**src/rtl/risc_xunit.sv**
```systemverilog
// risc_xunit -- execution unit for a small RISC datapath.
//
// Accepts one operation per cycle through a valid/ready handshake and
// presents the registered result one cycle later. Single-cycle ALU, shift,
// rotate and load/store-pass-through ops run at full rate; MUL runs a
// shift-add sequence over DW cycles while in_rdy is held low.
//
// Ports
//   clk, rst_n        clock (rising edge), asynchronous active-low reset
//   in_vld / in_rdy   operation handshake; accept when both are high
//   opcode            5-bit operation code
//   oprnd_a, oprnd_b  DW-bit operands
//   dstin, dmaddrin   destination register / data-memory address
//   out_vld           one-cycle pulse per completed operation
//   rslt, dmdatain    result (dmdatain mirrors rslt for stores)
//   dst, dmaddr       destination register / memory address of the result
//   reg_wr_vld        register-file write enable
//   dmenbl, rdwr      memory enable, read(1)/write(0)
//   load_op           result must be replaced by memory read data
//   flags             {Z, N, C, V}
module risc_xunit #(
    parameter int DW = 8,
    parameter int AW = 4,
    parameter int RW = 3
) (
    input  logic          clk,
    input  logic          rst_n,
    input  logic          in_vld,
    output logic          in_rdy,
    input  logic [4:0]    opcode,
    input  logic [DW-1:0] oprnd_a,
    input  logic [DW-1:0] oprnd_b,
    input  logic [RW-1:0] dstin,
    input  logic [AW-1:0] dmaddrin,
    output logic          out_vld,
    output logic [DW-1:0] rslt,
    output logic [RW-1:0] dst,
    output logic [AW-1:0] dmaddr,
    output logic [DW-1:0] dmdatain,
    output logic          reg_wr_vld,
    output logic          dmenbl,
    output logic          rdwr,
    output logic          load_op,
    output logic [3:0]    flags
);

    localparam logic [4:0] OP_ADD = 5'h01, OP_SUB = 5'h02, OP_AND = 5'h03,
                           OP_OR  = 5'h04, OP_XOR = 5'h05, OP_INC = 5'h06,
                           OP_DEC = 5'h07, OP_NOT = 5'h08, OP_NEG = 5'h09,
                           OP_SHR = 5'h0A, OP_SHL = 5'h0B, OP_ROR = 5'h0C,
                           OP_ROL = 5'h0D, OP_LD  = 5'h0E, OP_ST  = 5'h0F,
                           OP_MUL = 5'h10, OP_ADC = 5'h11, OP_SBB = 5'h12,
                           OP_CMP = 5'h13;

    localparam int CW = $clog2(DW + 1);
    localparam logic [CW-1:0] CNT_ONE  = CW'(1);
    localparam logic [CW-1:0] CNT_LOAD = CW'(DW);

    typedef enum logic [1:0] {S_IDLE = 2'd0, S_MUL = 2'd1, S_DONE = 2'd2} state_t;

    // Returns {overflow, carry, sum} of x + y + ci.
    function automatic logic [DW+1:0] adder(input logic [DW-1:0] x,
                                            input logic [DW-1:0] y,
                                            input logic          ci);
        logic [DW:0] s;
        logic        v;
        s = {1'b0, x} + {1'b0, y} + {{DW{1'b0}}, ci};
        v = (x[DW-1] == y[DW-1]) && (s[DW-1] != x[DW-1]);
        return {v, s};
    endfunction

    state_t          state_q, state_d;
    logic [CW-1:0]   cnt_q, cnt_d;
    logic [2*DW-1:0] acc_q, acc_d, mcand_q, mcand_d, acc_step_s;
    logic [DW-1:0]   mplier_q, mplier_d;
    logic [DW-1:0]   rslt_q, rslt_d;
    logic [RW-1:0]   dst_q, dst_d;
    logic [AW-1:0]   dmaddr_q, dmaddr_d;
    logic [3:0]      flags_q, flags_d;
    logic            out_vld_q, out_vld_d, reg_wr_vld_q, reg_wr_vld_d;
    logic            dmenbl_q, dmenbl_d, rdwr_q, rdwr_d, load_op_q, load_op_d;

    logic            in_rdy_s, accept_s;
    logic [DW-1:0]   add_x_s, add_y_s, res_s, zn_src_s;
    logic            add_ci_s, upd_zn_s, upd_cv_s, c_new_s, v_new_s;
    logic            wr_s, dmen_s, rdwr_s, ld_s;
    logic [DW+1:0]   add_out_s;

    // Operand selection for the shared adder; subtracts feed ~b.
    always_comb begin
        add_x_s  = oprnd_a;
        add_y_s  = oprnd_b;
        add_ci_s = 1'b0;
        case (opcode)
            OP_SUB, OP_CMP: begin add_y_s = ~oprnd_b; add_ci_s = 1'b1;       end
            OP_ADC:         begin add_ci_s = flags_q[1];                     end
            OP_SBB:         begin add_y_s = ~oprnd_b; add_ci_s = flags_q[1]; end
            OP_INC:         begin add_y_s = {DW{1'b0}}; add_ci_s = 1'b1;     end
            OP_DEC:         begin add_y_s = {DW{1'b1}};                      end
            OP_NEG:         begin add_x_s = ~oprnd_a; add_y_s = {DW{1'b0}}; add_ci_s = 1'b1; end
            default:        begin add_ci_s = 1'b0;                           end
        endcase
        add_out_s = adder(add_x_s, add_y_s, add_ci_s);
    end

    // Single-cycle result, flag updates and write-back controls per opcode.
    always_comb begin
        res_s    = rslt_q;
        zn_src_s = rslt_q;
        upd_zn_s = 1'b0;
        upd_cv_s = 1'b0;
        c_new_s  = flags_q[1];
        v_new_s  = 1'b0;
        wr_s     = 1'b0;
        dmen_s   = 1'b0;
        rdwr_s   = 1'b1;
        ld_s     = 1'b0;
        case (opcode)
            OP_ADD, OP_SUB, OP_ADC, OP_SBB, OP_INC, OP_DEC, OP_NEG: begin
                res_s = add_out_s[DW-1:0]; zn_src_s = res_s;
                upd_zn_s = 1'b1; upd_cv_s = 1'b1; wr_s = 1'b1;
                c_new_s = add_out_s[DW]; v_new_s = add_out_s[DW+1];
            end
            OP_CMP: begin
                // flags from the difference, result register untouched
                zn_src_s = add_out_s[DW-1:0];
                upd_zn_s = 1'b1; upd_cv_s = 1'b1;
                c_new_s = add_out_s[DW]; v_new_s = add_out_s[DW+1];
            end
            OP_AND: begin res_s = oprnd_a & oprnd_b; zn_src_s = res_s; upd_zn_s = 1'b1; wr_s = 1'b1; end
            OP_OR:  begin res_s = oprnd_a | oprnd_b; zn_src_s = res_s; upd_zn_s = 1'b1; wr_s = 1'b1; end
            OP_XOR: begin res_s = oprnd_a ^ oprnd_b; zn_src_s = res_s; upd_zn_s = 1'b1; wr_s = 1'b1; end
            OP_NOT: begin res_s = ~oprnd_a;          zn_src_s = res_s; upd_zn_s = 1'b1; wr_s = 1'b1; end
            OP_ROR: begin res_s = {oprnd_a[0], oprnd_a[DW-1:1]}; zn_src_s = res_s; upd_zn_s = 1'b1; wr_s = 1'b1; end
            OP_ROL: begin res_s = {oprnd_a[DW-2:0], oprnd_a[DW-1]}; zn_src_s = res_s; upd_zn_s = 1'b1; wr_s = 1'b1; end
            OP_SHR: begin
                res_s = {1'b0, oprnd_a[DW-1:1]}; zn_src_s = res_s;
                upd_zn_s = 1'b1; upd_cv_s = 1'b1; wr_s = 1'b1; c_new_s = oprnd_a[0];
            end
            OP_SHL: begin
                res_s = {oprnd_a[DW-2:0], 1'b0}; zn_src_s = res_s;
                upd_zn_s = 1'b1; upd_cv_s = 1'b1; wr_s = 1'b1; c_new_s = oprnd_a[DW-1];
            end
            OP_LD:  begin res_s = oprnd_a; wr_s = 1'b1; dmen_s = 1'b1; ld_s = 1'b1; end
            OP_ST:  begin res_s = oprnd_a; dmen_s = 1'b1; rdwr_s = 1'b0; end
            default: begin res_s = rslt_q; end
        endcase
    end

    assign in_rdy_s   = (state_q != S_MUL);
    assign accept_s   = in_vld && in_rdy_s;
    assign acc_step_s = mplier_q[0] ? (acc_q + mcand_q) : acc_q;

    // Next-state and registered-output logic; MUL sequencing lives here.
    always_comb begin
        state_d      = state_q;
        cnt_d        = cnt_q;
        acc_d        = acc_q;
        mcand_d      = mcand_q;
        mplier_d     = mplier_q;
        rslt_d       = rslt_q;
        dst_d        = dst_q;
        dmaddr_d     = dmaddr_q;
        flags_d      = flags_q;
        out_vld_d    = 1'b0;
        reg_wr_vld_d = 1'b0;
        dmenbl_d     = 1'b0;
        rdwr_d       = 1'b1;
        load_op_d    = 1'b0;
        case (state_q)
            S_MUL: begin
                acc_d    = acc_step_s;
                mcand_d  = mcand_q << 1;
                mplier_d = mplier_q >> 1;
                cnt_d    = cnt_q - CNT_ONE;
                // last shift-add: publish the product on this same edge
                if (cnt_q == CNT_ONE) begin
                    state_d      = S_DONE;
                    out_vld_d    = 1'b1;
                    reg_wr_vld_d = 1'b1;
                    rslt_d       = acc_step_s[DW-1:0];
                    flags_d      = {(acc_step_s[DW-1:0] == {DW{1'b0}}), acc_step_s[DW-1],
                                    (acc_step_s[2*DW-1:DW] != {DW{1'b0}}), 1'b0};
                end else begin
                    state_d = S_MUL;
                end
            end
            S_IDLE, S_DONE: begin
                state_d = S_IDLE;
                if (accept_s) begin
                    dst_d    = dstin;
                    dmaddr_d = dmaddrin;
                    if (opcode == OP_MUL) begin
                        state_d  = S_MUL;
                        cnt_d    = CNT_LOAD;
                        acc_d    = {(2*DW){1'b0}};
                        mcand_d  = {{DW{1'b0}}, oprnd_a};
                        mplier_d = oprnd_b;
                    end else begin
                        out_vld_d    = 1'b1;
                        reg_wr_vld_d = wr_s;
                        dmenbl_d     = dmen_s;
                        rdwr_d       = rdwr_s;
                        load_op_d    = ld_s;
                        rslt_d       = res_s;
                        flags_d      = {upd_zn_s ? (zn_src_s == {DW{1'b0}}) : flags_q[3],
                                        upd_zn_s ? zn_src_s[DW-1] : flags_q[2],
                                        upd_cv_s ? c_new_s : flags_q[1],
                                        upd_cv_s ? v_new_s : flags_q[0]};
                    end
                end else begin
                    state_d = S_IDLE;
                end
            end
            default: begin
                state_d = S_IDLE;
            end
        endcase
    end

    // State and output registers.
    always_ff @(posedge clk or negedge rst_n) begin
        if (!rst_n) begin
            state_q      <= S_IDLE;
            cnt_q        <= {CW{1'b0}};
            acc_q        <= {(2*DW){1'b0}};
            mcand_q      <= {(2*DW){1'b0}};
            mplier_q     <= {DW{1'b0}};
            rslt_q       <= {DW{1'b0}};
            dst_q        <= {RW{1'b0}};
            dmaddr_q     <= {AW{1'b0}};
            flags_q      <= 4'b0000;
            out_vld_q    <= 1'b0;
            reg_wr_vld_q <= 1'b0;
            dmenbl_q     <= 1'b0;
            rdwr_q       <= 1'b1;
            load_op_q    <= 1'b0;
        end else begin
            state_q      <= state_d;
            cnt_q        <= cnt_d;
            acc_q        <= acc_d;
            mcand_q      <= mcand_d;
            mplier_q     <= mplier_d;
            rslt_q       <= rslt_d;
            dst_q        <= dst_d;
            dmaddr_q     <= dmaddr_d;
            flags_q      <= flags_d;
            out_vld_q    <= out_vld_d;
            reg_wr_vld_q <= reg_wr_vld_d;
            dmenbl_q     <= dmenbl_d;
            rdwr_q       <= rdwr_d;
            load_op_q    <= load_op_d;
        end
    end

    assign in_rdy     = in_rdy_s;
    assign out_vld    = out_vld_q;
    assign rslt       = rslt_q;
    assign dmdatain   = rslt_q;
    assign dst        = dst_q;
    assign dmaddr     = dmaddr_q;
    assign flags      = flags_q;
    assign reg_wr_vld = reg_wr_vld_q;
    assign dmenbl     = dmenbl_q;
    assign rdwr       = rdwr_q;
    assign load_op    = load_op_q;

endmodule

```
**config.mk**
```make
export PLATFORM = sky130hd
export DESIGN_NAME = risc_xunit
export DESIGN_NICKNAME = d
export VERILOG_FILES = /design/src/rtl/risc_xunit.sv
export SDC_FILE = /design/constraint.sdc
export NUM_CORES = 1
export LEC_CHECK = 0
export ABC_AREA = 1
export CORE_MARGIN = 3
export CORE_UTILIZATION = 58
export CTS_BUF_LIST = sky130_fd_sc_hd__clkbuf_8 sky130_fd_sc_hd__clkbuf_16
export CTS_CLUSTER_DIAMETER = 100
export DETAILED_ROUTE_END_ITERATION = 10
export PLACE_DENSITY = 0.81
export SETUP_SLACK_MARGIN = 0.4
export SYNTH_ARGS = -nofsm -noshare
export SYNTH_HDL_FRONTEND = slang
export SYNTH_SLANG_ARGS = --single-unit
```
**constraint.sdc**
```tcl
create_clock -name clk -period 2.95 [get_ports clk]
set_input_delay 0.59 -clock clk [delete_from_list [all_inputs] [get_ports clk]]
set_output_delay 0.59 -clock clk [all_outputs]
set_load 0.01 [all_outputs]
```
==> metrics.txt <==
status=finished, violations left; failing checks=negative setup slack; share of flip-flops with an asynchronous set or reset=1.00; all-layer global routing usage=0.341; PnR worst setup slack=-0.228 ns; switch share=0.457; fillers=between 600 and 700; DRT Wirelength=approximately 22000 um; Core ar.=0.00995 mm^2; final hold viol count=0; post-route ant nets=0; min-delay worst type=in -> async; area of the mapped netlist=a little over 0.006 mm^2; crit share post-route=1.08; placed wire-length estimate=approximately 14000 um; clock share of power=0.147; Pwr Density=between 700 and 800 mW/mm^2; Final setup viols=5; Worst Skew=0.0127 ns; DIE WIDTH=~110 um; GRT overflow=0; EDFF count, synth=0; CP startpoint kind=input port; Placer Congestion=~0.97; CTS clk-pin slew, worst paths=roughly 0.080 ns; Worst R2R End=flags[3]; maximum clock frequency=~310 MHz; clock sinks=70; share of layout cells above drive strength 1=0.240; Synth cell types=45; H-tree Lvls=3; Residual DRC=0; cts hold-fix bufs=0; leakage power=4.30 nW; FF/Latch Area=0.00175 mm^2; CP Capture Type=flop; WL/cell=~18 um; antenna violations before repair=0; crit-path max FO=4; Pint=3.22 mW; Row Count=36; I/O Pins=between 60 and 70; worst vdd rail ir drop=567 uV; Max-cap violations=0; mean number of vias per cell=a little under 6; commonest non-fill, non-tap cell in the layout=nand2_1; most frequent cells in the layout=nand2_1, buf_4, inv_1; CP Data Required Time=around 3.2 ns; Seq pwr share=0.281; global-route wire length before repair=~31000 um; Max Transition Viols Final=0; Worst-Skew Late Latency=~0.35 ns; worst r2r src=flags[1]; Power, Total=about 5.9 mW; post-synthesis sequential area ratio=0.289; Port Buffers=between 60 and 70; vias in the first global route=~6400; final net count=between 1000 and 1500; P_sw=~2.7 mW; r2r setup slk=just over 0.4 ns; DR vias=roughly 7200; largest net degree at the start of global routing=40; die height=between 100 and 150 um; Initial Util=0.610; drt initial violations=767; RSZ-0062 raised after global routing=yes; DIE AREA=between 0.01 and 0.015 mm^2; Comb pwr share=0.572; first drt pass iteration count=5; clock buffer depth=2; Syn Nets=990; CTS buffer count=9; prevailing post-synth register cell=dfrtp_1; CTS tree=built; Post-Syn Instances=a little over 900; n_diodes=0; Multi-input gate area=around 0.004 mm^2; Worst-Margin Slew=roughly 0.5 ns; worst reg2reg path depth=17; Mean Syn Cell Area=~6.6 um^2; Root Driver=clkbuf_8; WS Path Type=in -> reg; flip-flop and latch count after synthesis=70; Synth Warn #=0; area grow syn2layout=36.6%; crit path time final=about 3.2 ns; WP data arrival=around 3.5 ns; Core Util, Final=0.833; Slew headroom=0.658
## cell usage after synthesis (2+ instances only)
| cell | n | area [um^2] |
|---|---|---|
| nand3b_1 | 2 | 15.0 |
| inv_4 | 3 | 18.8 |
| o21a_1 | 2 | 15.0 |
| clkbuf_1 | 7 | 26.3 |
| buf_2 | 10 | 50.1 |
| a21oi_1 | 45 | 225 |
| a31oi_1 | 7 | 43.8 |
| nand4_1 | 16 | 100 |
| nor2_1 | 83 | 312 |
| o21ai_1 | 7 | 35.0 |
| o221ai_1 | 2 | 17.5 |
| nor2_2 | 8 | 50.1 |
| o211ai_1 | 6 | 45.0 |
| nor2_4 | 4 | 45.0 |
| nand2_1 | 281 | 1050 |
| nand3_1 | 84 | 420 |
| buf_4 | 13 | 97.6 |
| buf_6 | 6 | 67.6 |
| o22ai_1 | 12 | 75.1 |
| a22oi_1 | 5 | 37.5 |
| xnor2_1 | 6 | 52.6 |
| o21ai_0 | 48 | 240 |
| dfrtp_1 | 69 | 1730 |
| ha_1 | 40 | 500 |
| xor2_1 | 11 | 96.3 |
| inv_1 | 101 | 379 |
| inv_2 | 9 | 33.8 |
| o21bai_1 | 2 | 15.0 |
| nor2_8 | 2 | 40.0 |
| fa_1 | 3 | 60.1 |
| nand2_2 | 3 | 18.8 |
| nor3_1 | 6 | 30.0 |
## registers in the layout (all words and copies together) (netlist names)
register and flops:
load_op 1, out_vld 1, dst 3, reg_wr_vld 1
dmaddr 4, rdwr 1, cnt_q 4, dmenbl 1
acc_q 16, state_q 2, dmdatain 8, flags 4
mcand_q 16, mplier_q 8
## stage by stage
| stage | setup slack, ns | std cells | area [um^2] | hold slack [ns] | TNS, ns |
|---|---|---|---|---|---|
| CTS | 0.0694 | 1207 | 7950 | 0.0207 | 0 |
| global route | -0.319 | 1220 | 8290 | 0.0190 | -1.14 |
| floorplan | -0.163 | 916 | 6160 | 0.294 | -0.285 |
| finish | -0.228 | 1220 | 8290 | 0.0317 | -0.545 |
| global placement | -0.752 | 1165 | 7380 | 0.402 | -6.16 |
| detailed placement | -0.807 | 1165 | 7380 | 0.404 | -6.84 |
## area by class of cell
| cell class | instances | share of cell area |
|---|---|---|
| multi-input combinational | 696 | 0.482 |
| sequential | 70 | 0.211 |
| timing repair buffer | 192 | 0.207 |
| inverter | 113 | 0.0536 |
| tap | 133 | 0.0201 |
| clock buffer | 9 | 0.0149 |
| clock inverter | 7 | 0.0118 |
## layer usage
metal / part of all wire / routed length, um / track usage / up-vias
li1: - / - / - / 3309
met1: 0.40 / 8550 / 0.472 / 3258
met2: 0.44 / 9440 / 0.509 / 469
met3: 0.11 / 2270 / 0.0734 / 132
met4: 0.059 / 1280 / 0.163 / 0
met5: 0 / 0 / 0 / -
## repair_timing
action                     4_1_cts  5_1_grt
setup buffers                   25       13
resized for setup               64       75
setup endpoints to repair       12       12
cloned                           1        0
pin swaps                       30       57
## power by group through the flow
stage / clock, mW / combinational, mW / sequential [mW]
after floorplan: 0 / 2.04 / 1.62
after global placement: 0 / 3.01 / 1.66
after detailed placement: 0 / 3.07 / 1.66
after CTS: 0.873 / 3.17 / 1.65
after global routing: 0.911 / 3.73 / 1.70
final: 0.872 / 3.39 / 1.67
## worst max-delay path, stage by stage
cell     delay, ns
buf_8         0.10
buf_6         0.12
nand2_4       0.09
nor2_4        0.05
nand2_4       0.09
nand3_4       0.09
nor2_4        0.14
inv_2         0.07
a21oi_2       0.14
a21oi_2       0.06
fa_2          0.41
fa_2          0.40
inv_2         0.07
nand2_2       0.04
nand2_2       0.08
nand3_2       0.09
nand3_2       0.09
nand2_2       0.06
a21oi_2       0.13
nand2_1       0.07
nor2_1        0.15
nand2_1       0.09
nor2_1        0.09
nor2_1        0.05
nor2_1        0.07
## kinds of logic after synthesis
family	count (synthesis)	share of synthesized area
flip-flops	70	0.289
adder cells (fa/ha/maj)	43	0.0923
buffers and inverters	150	0.111
AO/OA/AOI/OAI	142	0.132
XOR/XNOR	17	0.0245
AND/OR/NAND/NOR	493	0.349
multiplexers	1	0.00165
## how the worst max path moves through the flow
stage	start	to	slack (ns)
floorplan	opcode[4]	flags[3]	-0.16
detailed placement	opcode[0]	flags[3]	-0.81
finish	opcode[3]	flags[3]	-0.23
CTS	opcode[3]	flags[3]	0.07
global route	opcode[3]	flags[3]	-0.32
global placement	opcode[0]	flags[3]	-0.75
Note: power is estimated with default switching activity, not from simulation.
